===== src/rtl/nettlp_cmd_pkg.sv =====
// Shared types and constants for the NetTLP command processor.
// Opcodes, adapter register addresses, FIFO/response entry layouts, FSM states
// and the register-file readback helper used by nettlp_adapter_regs.
package nettlp_cmd_pkg;

    localparam logic [31:0] NETTLP_MAGIC_VALUE      = 32'h4E54_4C50;
    localparam logic [31:0] NETTLP_CMD_RESP_INVALID = 32'hFFFF_FFFF;

    // Command opcodes carried in UDP port 0x5002 packets
    localparam logic [7:0] NETTLP_CMD_REG_RD  = 8'h10;
    localparam logic [7:0] NETTLP_CMD_REG_WR  = 8'h11;
    localparam logic [7:0] NETTLP_CMD_MAGIC   = 8'h20;
    localparam logic [7:0] NETTLP_CMD_TSTAMP  = 8'h21;
    localparam logic [7:0] NETTLP_CMD_RST_ALL = 8'h22;

    // Adapter register map (dword addresses)
    localparam logic [7:0] ADAPTER_REG_MAGIC        = 8'h00;
    localparam logic [7:0] ADAPTER_REG_DSTMAC_LOW   = 8'h01;
    localparam logic [7:0] ADAPTER_REG_DSTMAC_HIGH  = 8'h02;
    localparam logic [7:0] ADAPTER_REG_SRCMAC_LOW   = 8'h03;
    localparam logic [7:0] ADAPTER_REG_SRCMAC_HIGH  = 8'h04;
    localparam logic [7:0] ADAPTER_REG_DSTIP        = 8'h05;
    localparam logic [7:0] ADAPTER_REG_SRCIP        = 8'h06;
    localparam logic [7:0] ADAPTER_REG_DSTPORT      = 8'h07;
    localparam logic [7:0] ADAPTER_REG_SRCPORT      = 8'h08;
    localparam logic [7:0] ADAPTER_REG_REQUESTER_ID = 8'h09;
    localparam logic [7:0] ADAPTER_REG_ERRCNT       = 8'h20;

    typedef struct packed {
        logic [7:0]  opcode;
        logic [7:0]  dwaddr;
        logic [31:0] data;
    } NETTLP_CMD_T;

    typedef struct packed {
        logic        data_valid;
        NETTLP_CMD_T cmd;
    } FIFO_NETTLP_CMD_T;

    typedef enum logic [1:0] {
        IDLE = 2'd0,
        EXEC = 2'd1,
        SRST = 2'd2,
        RESP = 2'd3
    } CMD_PROC_STATE_T;

    typedef struct packed {
        logic [47:0] dst_mac;
        logic [47:0] src_mac;
        logic [31:0] dst_ip;
        logic [31:0] src_ip;
        logic [15:0] dst_port;
        logic [15:0] src_port;
        logic [15:0] requester_id;
    } ADAPTER_REGS_T;

    // True for addresses backed by the register file (magic included)
    function automatic logic adapter_reg_mapped(input logic [7:0] addr);
        return (addr <= ADAPTER_REG_REQUESTER_ID);
    endfunction

    // Dword view of the register file; unmapped addresses read as zero
    function automatic logic [31:0] adapter_reg_read(input ADAPTER_REGS_T regs,
                                                     input logic [7:0]    addr,
                                                     input logic [31:0]   magic);
        logic [31:0] data;
        data = '0;
        case (addr)
            ADAPTER_REG_MAGIC:        data = magic;
            ADAPTER_REG_DSTMAC_LOW:   data = regs.dst_mac[31:0];
            ADAPTER_REG_DSTMAC_HIGH:  data = {16'h0, regs.dst_mac[47:32]};
            ADAPTER_REG_SRCMAC_LOW:   data = regs.src_mac[31:0];
            ADAPTER_REG_SRCMAC_HIGH:  data = {16'h0, regs.src_mac[47:32]};
            ADAPTER_REG_DSTIP:        data = regs.dst_ip;
            ADAPTER_REG_SRCIP:        data = regs.src_ip;
            ADAPTER_REG_DSTPORT:      data = {16'h0, regs.dst_port};
            ADAPTER_REG_SRCPORT:      data = {16'h0, regs.src_port};
            ADAPTER_REG_REQUESTER_ID: data = {16'h0, regs.requester_id};
            default:                  data = '0;
        endcase
        return data;
    endfunction

endpackage


===== src/rtl/nettlp_adapter_regs.sv =====
// Adapter register file: MACs, IPs, UDP ports and requester ID.
// Supports a single-field write, a bulk load of defaults, and a readback of the
// value the addressed register will hold after this cycle's update.
module nettlp_adapter_regs
    import nettlp_cmd_pkg::*;
#(
    parameter logic [31:0]   MAGIC_VALUE  = NETTLP_MAGIC_VALUE,
    parameter ADAPTER_REGS_T REGS_DEFAULT = '0
) (
    input  logic          clk,
    input  logic          rst_n,
    input  logic          load_defaults_i,
    input  logic          wr_en_i,
    input  logic [7:0]    addr_i,
    input  logic [31:0]   wr_data_i,
    output logic [31:0]   rd_data_o,
    output ADAPTER_REGS_T regs_o
);

    ADAPTER_REGS_T regs_q, regs_d;

    // Next-state: defaults load wins over a write; magic/unmapped writes are dropped
    always_comb begin
        regs_d = regs_q;
        if (load_defaults_i) begin
            regs_d = REGS_DEFAULT;
        end else if (wr_en_i) begin
            case (addr_i)
                ADAPTER_REG_DSTMAC_LOW:   regs_d.dst_mac[31:0]  = wr_data_i;
                ADAPTER_REG_DSTMAC_HIGH:  regs_d.dst_mac[47:32] = wr_data_i[15:0];
                ADAPTER_REG_SRCMAC_LOW:   regs_d.src_mac[31:0]  = wr_data_i;
                ADAPTER_REG_SRCMAC_HIGH:  regs_d.src_mac[47:32] = wr_data_i[15:0];
                ADAPTER_REG_DSTIP:        regs_d.dst_ip         = wr_data_i;
                ADAPTER_REG_SRCIP:        regs_d.src_ip         = wr_data_i;
                ADAPTER_REG_DSTPORT:      regs_d.dst_port       = wr_data_i[15:0];
                ADAPTER_REG_SRCPORT:      regs_d.src_port       = wr_data_i[15:0];
                ADAPTER_REG_REQUESTER_ID: regs_d.requester_id   = wr_data_i[15:0];
                default: ;
            endcase
        end
    end

    // Register file state, defaults on reset
    always_ff @(posedge clk or negedge rst_n) begin
        if (!rst_n) begin
            regs_q <= REGS_DEFAULT;
        end else begin
            regs_q <= regs_d;
        end
    end

    // Readback of the post-update value so a write response echoes what was stored
    assign rd_data_o = adapter_reg_read(regs_d, addr_i, MAGIC_VALUE);
    assign regs_o    = regs_q;

endmodule


===== src/rtl/nettlp_cmd_proc.sv =====
// NetTLP command executor: pops one command at a time from the command FIFO,
// executes it against the adapter register file and returns one response.
// Optional build macro: NETTLP_CMD_ERRCNT_EN adds a saturating error counter
// readable at dword address 0x20 (write clears it).
module nettlp_cmd_proc
    import nettlp_cmd_pkg::*;
#(
    parameter logic [31:0] MAGIC_VALUE = NETTLP_MAGIC_VALUE,
    parameter logic [47:0] DEF_DSTMAC  = 48'h0,
    parameter logic [47:0] DEF_SRCMAC  = 48'h0,
    parameter logic [31:0] DEF_DSTIP   = 32'h0,
    parameter logic [31:0] DEF_SRCIP   = 32'h0,
    parameter logic [15:0] DEF_DSTPORT = 16'h3000,
    parameter logic [15:0] DEF_SRCPORT = 16'h3000,
    parameter logic [15:0] DEF_REQ_ID  = 16'h0,
    parameter int          RST_CYCLES  = 16
) (
    input  logic             clk,
    input  logic             rst_n,
    input  logic             fifo_empty,
    output logic             fifo_rd_en,
    input  FIFO_NETTLP_CMD_T fifo_dout,
    output logic             resp_valid,
    input  logic             resp_ready,
    output NETTLP_CMD_T      resp_data,
    output logic             soft_rst,
    output logic [47:0]      dst_mac,
    output logic [47:0]      src_mac,
    output logic [31:0]      dst_ip,
    output logic [31:0]      src_ip,
    output logic [15:0]      dst_port,
    output logic [15:0]      src_port,
    output logic [15:0]      requester_id
);

    localparam ADAPTER_REGS_T REGS_DEFAULT = '{
        dst_mac:      DEF_DSTMAC,
        src_mac:      DEF_SRCMAC,
        dst_ip:       DEF_DSTIP,
        src_ip:       DEF_SRCIP,
        dst_port:     DEF_DSTPORT,
        src_port:     DEF_SRCPORT,
        requester_id: DEF_REQ_ID
    };
    localparam logic [7:0] SRST_LAST = 8'(RST_CYCLES - 1);

    CMD_PROC_STATE_T state_q, state_d;
    logic [7:0]      srst_cnt_q, srst_cnt_d;
    logic [31:0]     tstamp_q;
    NETTLP_CMD_T     resp_data_q, resp_data_d;

    logic            exec_valid;
    logic            reg_wr_en;
    logic            load_defaults;
    logic [31:0]     reg_rd_data;
    logic [31:0]     rd_data;
    ADAPTER_REGS_T   regs;

    // Register-file side effects are decoded outside the FSM process so the
    // readback path does not loop back through it
    assign exec_valid    = (state_q == EXEC) && fifo_dout.data_valid;
    assign reg_wr_en     = exec_valid && (fifo_dout.cmd.opcode == NETTLP_CMD_REG_WR);
    assign load_defaults = exec_valid && (fifo_dout.cmd.opcode == NETTLP_CMD_RST_ALL);

    nettlp_adapter_regs #(
        .MAGIC_VALUE  (MAGIC_VALUE),
        .REGS_DEFAULT (REGS_DEFAULT)
    ) u_regs (
        .clk             (clk),
        .rst_n           (rst_n),
        .load_defaults_i (load_defaults),
        .wr_en_i         (reg_wr_en),
        .addr_i          (fifo_dout.cmd.dwaddr),
        .wr_data_i       (fifo_dout.cmd.data),
        .rd_data_o       (reg_rd_data),
        .regs_o          (regs)
    );

`ifdef NETTLP_CMD_ERRCNT_EN
    logic [15:0] err_cnt_q, err_cnt_d;
    logic        errcnt_sel;
    logic        rd_hit;
    logic        wr_hit;
    logic        err_inc;

    // Error classification, error-counter readback and saturating count update
    always_comb begin
        errcnt_sel = (fifo_dout.cmd.dwaddr == ADAPTER_REG_ERRCNT);
        rd_hit     = adapter_reg_mapped(fifo_dout.cmd.dwaddr) || errcnt_sel;
        wr_hit     = (adapter_reg_mapped(fifo_dout.cmd.dwaddr) &&
                      (fifo_dout.cmd.dwaddr != ADAPTER_REG_MAGIC)) || errcnt_sel;
        rd_data    = reg_rd_data;
        if (errcnt_sel) begin
            rd_data = (fifo_dout.cmd.opcode == NETTLP_CMD_REG_WR) ? 32'h0 : {16'h0, err_cnt_q};
        end
        err_inc = 1'b0;
        case (fifo_dout.cmd.opcode)
            NETTLP_CMD_REG_RD:  err_inc = exec_valid && !rd_hit;
            NETTLP_CMD_REG_WR:  err_inc = exec_valid && !wr_hit;
            NETTLP_CMD_MAGIC,
            NETTLP_CMD_TSTAMP,
            NETTLP_CMD_RST_ALL: err_inc = 1'b0;
            default:            err_inc = exec_valid;
        endcase
        err_cnt_d = err_cnt_q;
        if (load_defaults || (reg_wr_en && errcnt_sel)) begin
            err_cnt_d = '0;
        end else if (err_inc && (err_cnt_q != 16'hFFFF)) begin
            err_cnt_d = err_cnt_q + 16'd1;
        end
    end

    // Error counter state
    always_ff @(posedge clk or negedge rst_n) begin
        if (!rst_n) begin
            err_cnt_q <= '0;
        end else begin
            err_cnt_q <= err_cnt_d;
        end
    end
`else
    assign rd_data = reg_rd_data;
`endif

    // Command FSM: next state, FIFO pop and response assembly
    always_comb begin
        state_d     = state_q;
        srst_cnt_d  = srst_cnt_q;
        resp_data_d = resp_data_q;
        fifo_rd_en  = 1'b0;
        case (state_q)
            IDLE: begin
                // Gated by rst_n so no pop is requested while held in reset
                fifo_rd_en = rst_n && !fifo_empty;
                if (!fifo_empty) begin
                    state_d = EXEC;
                end
            end
            EXEC: begin
                if (!fifo_dout.data_valid) begin
                    state_d = IDLE;
                end else begin
                    state_d            = RESP;
                    resp_data_d.opcode = fifo_dout.cmd.opcode;
                    resp_data_d.dwaddr = fifo_dout.cmd.dwaddr;
                    case (fifo_dout.cmd.opcode)
                        NETTLP_CMD_REG_RD,
                        NETTLP_CMD_REG_WR:  resp_data_d.data = rd_data;
                        NETTLP_CMD_MAGIC:   resp_data_d.data = MAGIC_VALUE;
                        NETTLP_CMD_TSTAMP:  resp_data_d.data = tstamp_q;
                        NETTLP_CMD_RST_ALL: begin
                            resp_data_d.data = '0;
                            srst_cnt_d       = '0;
                            state_d          = SRST;
                        end
                        default:            resp_data_d.data = NETTLP_CMD_RESP_INVALID;
                    endcase
                end
            end
            SRST: begin
                if (srst_cnt_q == SRST_LAST) begin
                    state_d = RESP;
                end else begin
                    srst_cnt_d = srst_cnt_q + 8'd1;
                end
            end
            RESP: begin
                if (resp_ready) begin
                    state_d = IDLE;
                end
            end
            default: state_d = IDLE;
        endcase
    end

    // FSM state, soft-reset counter, free-running timestamp and held response
    always_ff @(posedge clk or negedge rst_n) begin
        if (!rst_n) begin
            state_q     <= IDLE;
            srst_cnt_q  <= '0;
            tstamp_q    <= '0;
            resp_data_q <= '0;
        end else begin
            state_q     <= state_d;
            srst_cnt_q  <= srst_cnt_d;
            tstamp_q    <= tstamp_q + 32'd1;
            resp_data_q <= resp_data_d;
        end
    end

    assign resp_valid   = (state_q == RESP);
    assign soft_rst     = (state_q == SRST);
    assign resp_data    = resp_data_q;
    assign dst_mac      = regs.dst_mac;
    assign src_mac      = regs.src_mac;
    assign dst_ip       = regs.dst_ip;
    assign src_ip       = regs.src_ip;
    assign dst_port     = regs.dst_port;
    assign src_port     = regs.src_port;
    assign requester_id = regs.requester_id;

endmodule


===== config.mk =====
export PLATFORM = sky130hd
export DESIGN_NAME = nettlp_cmd_proc
export DESIGN_NICKNAME = d
export VERILOG_FILES = /design/src/rtl/nettlp_cmd_pkg.sv /design/src/rtl/nettlp_adapter_regs.sv /design/src/rtl/nettlp_cmd_proc.sv
export SDC_FILE = /design/constraint.sdc
export NUM_CORES = 1
export LEC_CHECK = 0
export CELL_PAD_IN_SITES_DETAIL_PLACEMENT = 1
export CELL_PAD_IN_SITES_GLOBAL_PLACEMENT = 1
export CORE_MARGIN = 2
export CORE_UTILIZATION = 38
export CTS_CLUSTER_DIAMETER = 50
export CTS_CLUSTER_SIZE = 40
export DETAILED_ROUTE_END_ITERATION = 10
export GPL_TIMING_DRIVEN = 0
export PLACE_DENSITY_LB_ADDON = 0.1
export SLEW_MARGIN = 40
export SYNTH_ARGS = -nofsm -noshare
export SYNTH_HDL_FRONTEND = slang
export SYNTH_SLANG_ARGS = --single-unit
export TNS_END_PERCENT = 10

===== constraint.sdc =====
create_clock -name clk -period 2.82 [get_ports clk]
set_input_delay 0.282 -clock clk [delete_from_list [all_inputs] [get_ports clk]]
set_output_delay 0.282 -clock clk [all_outputs]
set_load 0.05 [all_outputs]

# Word-level counts from Yosys, hierarchy flattened
# Index checks and enable logic that the tools add are counted.
op_classes:
  n_addsub: 2
  eq_ne: 24
  mux: 24
  n_reduce_logical: 12
ops:
  columns: ["operator", "n"]
  rows:
  - ["two-way mux 208 bit", 2]
  - ["case mux 32 bit (10 select lines)", 1]
  - ["two-way mux 32 bit", 4]
  - ["case mux 32 bit (4 select lines)", 1]
  - ["two-way mux 16 bit", 5]
  - ["adder 32 x 1 -> 32 bit, second input constant", 1]
  - ["== test 8 x 3 -> 1 bit, second input constant", 4]
  - ["== test 8 x 4 -> 1 bit, second input constant", 3]
  - ["== test 8 x 6 -> 1 bit, second input constant", 3]
  - ["two-way mux 8 bit", 3]
  - ["== test 8 x 2 -> 1 bit, second input constant", 2]
  - ["== test 8 x 5 -> 1 bit, second input constant", 2]
  - ["case mux 8 bit (2 select lines)", 1]
  - ["adder 8 x 1 -> 8 bit, second input constant", 1]
  - ["== test 8 x 1 -> 1 bit, second input constant", 1]
  - ["zero test 8 bit", 1]
  - ["two-way mux 2 bit", 4]
  - ["case mux 2 bit (4 select lines)", 1]
  - ["inequality test 2 x 1 -> 1 bit, second input constant", 3]
  - ["inequality test 2 bit, second input constant", 3]
  - ["== test 2 bit, second input constant", 2]
  - ["logical AND 1 bit", 4]
  - ["AND reduction 4 bit", 1]
  - ["AND reduction 3 bit", 1]
  - ["7 further kinds", 8]
totals:
  reg_bits: 298
  out_inout_bits: 259
  word_cells: 75

# Logic depth before layout (Yosys ltp)
depth:
  ltp_word: 7
  depth_mapped: 11
  depth_no_buf: 7

# Cells and area by module
# From an unflattened synthesis, not the netlist that was laid out.
unflattened:
  cells_unflattened: 1646
  area_unflattened_um2: 14931.8
modules_own_cells:
  columns: ["module", "n_inst", "cells_each", "area_each_um2"]
  rows:
  - ["nettlp_adapter_regs", 1, 1261, 10792.9]
  - ["nettlp_cmd_proc", 1, 385, 4139.0]

# Worst setup path before layout
# Ideal clock, no wire load.
synth_timing:
  kind: "input to register"
  start: "in fifo_dout[37] (netlist name)"
  end: "reg resp_data_q, in the netlist resp_data[14]"
  setup_time_ps: 150
  t_arrival_ps: 2362
  required_ps: 2670
  setup_slack_ps: 309
  cell_stages: 8
  n_path_buf: 1
  path_cell_list: "or4_1 buf_2 or3_1 nor2_4 mux2i_1 nor2_1 a2111oi_0 a221oi_2"
synth_between:
  elab_chain_len: 6
synth_lines:
  columns: ["item", "line", "source"]
  rows:
  - ["start, declared", "nettlp_cmd_proc.sv:22", "input FIFO_NETTLP_CMD_T fifo_dout,"]
  - ["== test 8 x 4 -> 1 bit, or another cell as far along", "nettlp_cmd_pkg.sv:68, nettlp_adapter_regs.sv:28", null]
  - ["two-way mux 16 bit / two-way mux 32 bit (equally long branches)", "nettlp_adapter_regs.sv:28", "case (addr_i)"]
  - ["two-way mux 208 bit", "nettlp_adapter_regs.sv:27", "end else if (wr_en_i) begin"]
  - ["two-way mux 208 bit", "nettlp_adapter_regs.sv:25", "if (load_defaults_i) begin"]
  - ["case mux 32 bit (10 select lines) (*)", "nettlp_cmd_pkg.sv:68", "case (addr)"]
  - ["case mux 32 bit (4 select lines) (*)", "nettlp_cmd_proc.sv:146", "case (fifo_dout.cmd.opcode)"]
  - ["end signal, assigned", "nettlp_cmd_proc.sv:187", "resp_data_q <= resp_data_d;"]
  - ["end, declared", "nettlp_cmd_proc.sv:50", "NETTLP_CMD_T resp_data_q, resp_data_d;"]
# Every way passes the cells marked *; elsewhere a longest branch is shown, timed or not.
# A chain may end at the register's enable or synchronous reset.

# Worst setup path in the final report
layout_timing:
  start: "in fifo_dout[39] (netlist name)"
  end: "reg resp_data_q, in the netlist resp_data[12]"
# The elaborated chain is that of the path after synthesis.

==> results.py <==
metrics = {
    "final_layout": {
        "fill_cells": 4407,
        "regArea_mm2": 0.007462,
        "nets": 2121,
        "syn_to_final_growth_pct": 41.41,
        "multi_input_area_mm2": 0.007107,
        "finalInstanceArea_mm2": 0.02079,
        "final_util_pct": 54.18,
        "final_layout_size_suffix_gt1_share_pct": 12.99,
        "final_cells": 2613,
    },
    "timing": {
        "final_max_slew_viol_count": 0,
        "max-slew-margin-rel_pct": 36.90,
        "setup_viol_count_final": 2,
        "tightestPinTransition_ps": 946.5,
        "fin_crit_sh_pct": 101.6,
        "fin_hold_ws_ps": 15.08,
        "finClkSkew_ps": 30.34,
        "layout_setup_ws_ps": -45.24,
        "hold_viol_final": 0,
        "rsz0062_at_grt": "yes",
        "fin_setup_tns_ps": -52.68,
        "maxClockFrequency_ghz": 0.3490,
        "period_needed_ps": 2865,
    },
    "worst_setup_path": {
        "worst-path-max-fanout": 10,
        "required_ps": 3230,
        "cp.arrival_ps": 3280,
        "r2r_slack_ps": -10,
        "startpoint_type": "primary input",
        "worstSetupPathType": "in -> reg",
        "crit_path_end_kind": "flip-flop",
    },
    "place": {
        "dp_slack_ps": -1476,
        "io_buffers": 306,
        "post-place-cells": 2507,
        "dp_hpwl_mm": 57.34,
        "gp_congestion": 0.9438,
        "place_area_mm2": 0.01857,
    },
    "worst_hold_path": {
        "hold_path_class": "in -> async",
    },
    "synthesis": {
        "synth_edf_count": 0,
        "synthesis.nets": 1734,
        "ys_top_cells_by_area": "dfrtp_1 50%, nand2_1 12%, a21oi_1 6.4%, mux2i_1 4.6%, nor2_1 3.6%",
        "synth_common_cells": "479 x nand2_1, 294 x dfrtp_1, 187 x a21oi_1",
        "ys_ff_latch": 298,
        "synth_async_sr_flop_share_pct": 100.0,
        "synth_top_area_share_pct": 50.03,
        "post-synth-top-count-cell": "nand2_1",
        "syn_area_mm2": 0.01470,
        "syn_avg_cell_area_um2": 8.758,
        "ys.flop_type": "dfrtp_1",
        "synth_warnings": 0,
        "syn-instance-count": 1679,
        "seq_area_frac_synth_pct": 50.75,
        "synth_top_area_cell": "dfrtp_1",
        "yosysUniqueCellTypes": 74,
    },
    "floorplanning": {
        "initial_core_util_pct": 38.32,
        "die_width_um": 200.7,
        "die_y_um": 200.7,
        "die_area_mm2": 0.04028,
        "row_count": 72,
        "io_pins": 312,
        "core_mm2": 0.03838,
    },
    "clock_tree": {
        "cts_max_level": 2,
        "clkTransAtPathRegs_ps": 60,
        "cts_root_buf": "clkbuf_16",
        "clock_sinks": 298,
        "clock_latency_ps": 580,
        "numCtsBuffers": 37,
        "clockBufferDepth": 3,
        "cts_tree": "yes",
    },
    "detailed_routing": {
        "dr.pass1.iters": 5,
        "drtIter0Drc": 1693,
        "wl_mm": 77.61,
        "vias_per_cell": 6.066,
        "postRouteAntennaNets": 0,
        "post_drt_wl_per_cell_um": 29.70,
        "dr_total_vias": 15851,
        "drcViolationCount": 0,
    },
    "global_route": {
        "antenna_found_initial": 0,
        "track_usage_pct": 37.82,
        "first_global_vias": 16103,
        "grt_pass1_wl_mm": 111.4,
        "grt_overflow": 0,
        "grt_max_degree": 74,
    },
    "pwr": {
        "ir_drop_mv": 0.4307,
        "p_leak_nw": 8.729,
        "power_mw": 12.15,
        "power_density_mw_per_mm2": 584.3,
    },
    "status": {
        "violations": "setup timing",
        "status": "finished with violations",
    },
    "flow_run": {
        "max_cap_viol_count": 0,
    },
}
-- final cells by class --
type	instances	area share [%]
sequential	298	35.89
clock inverter	27	1.685
antenna	1	0.01203
timing repair buffer	351	17.31
tap	518	3.117
buffer	116	2.948
multi-input combinational	1256	34.18
inverter	6	0.1083
clock buffer	40	4.760
-- placed cells by master, fill, tap and decap left out, types with 5 or more instances in the layout --
cell type,instances
a31oi_1,19
o22ai_1,34
nand2_1,474
o21ai_0,35
nor2_4,13
mux2i_1,66
buf_12,5
o211ai_1,8
dfrtp_1,294
buf_4,50
buf_2,22
a311oi_1,10
clkbuf_2,21
a22oi_1,31
buf_16,6
nor3_4,9
and3_1,11
buf_6,6
a21oi_2,5
nor3_1,12
a221oi_1,9
inv_1,6
nor2_1,129
nand3_4,6
a21oi_1,182
xor2_1,11
nand3_1,31
clkbuf_16,39
clkbuf_1,43
clkdlybuf4s50_1,302
nand4_1,16
xnor2_1,21
bufinv_16,6
inv_6,6
nor2_2,7
clkinv_4,7
-- report_power, final --
part	total [mW]	internal, mW	switching [mW]
Combinational	2.16	0.649	1.51
Clock	5.32	3.15	2.17
Sequential	4.68	4.50	0.173
Total	12.2	8.30	3.85
-- metal layers --
metal  wire length, µm  vias to the layer above  global-route usage [%]
met3              7276                      209                   7.825
met4              4072                        0                   17.30
li1                  -                     6605                       -
met1             31850                     8125                   51.47
met2             34420                      912                   58.20
met5                 0                        -                       0
-- worst max-delay path, cell delays in order --
cell             delay [ps]
clkdlybuf4s50_1         480
or4_4                   530
buf_2                   210
buf_6                   180
or3_4                   380
nor2_4                  240
buf_4                   200
mux2i_1                 230
o22ai_1                 150
nor3_1                  250
a221oi_1                120
-- flip-flops by register name, indices dropped and copies added, names as in the netlist, named ones only --
register and cells:
resp_data 48, srst_cnt_q 8, state_q 1, tstamp_q 32
u_regs.regs_o 208
-- worst paths after layout --
check	end	depth (start not counted)	startpoint
max in group asynchronous	u_regs.regs_o[124]	6	rst_n
setup reg to reg	resp_data[22]	7	flip-flop
setup / recovery	resp_data[12]	11	fifo_dout[39]
hold reg to reg	resp_data[38]	2	resp_data[38]
hold / removal	u_regs.regs_o[122]	5	rst_n
min in group clk	resp_data[37]	3	fifo_dout[37]
-- logic make-up after synthesis --
family | count (synthesis) | share of synthesized area, %
AND/OR/NAND/NOR | 765 | 22.63
flip-flops | 298 | 50.75
multiplexers | 72 | 4.944
adder cells (fa/ha/maj) | 2 | 0.1702
XOR/XNOR | 32 | 1.906
AO/OA/AOI/OAI | 385 | 16.01
buffers and inverters | 125 | 3.599
-- what timing repair did --
item | 4_1_cts | 5_1_grt
pin swaps | 10 | 9
hold endpoints to repair | 164 | 0
endpoints found under the setup margin | 235 | 213
buffers inserted | 19 | 15
hold buffers | 7 | 0
resized for setup | 95 | 54
Note: power is estimated with default switching activity, not from simulation.
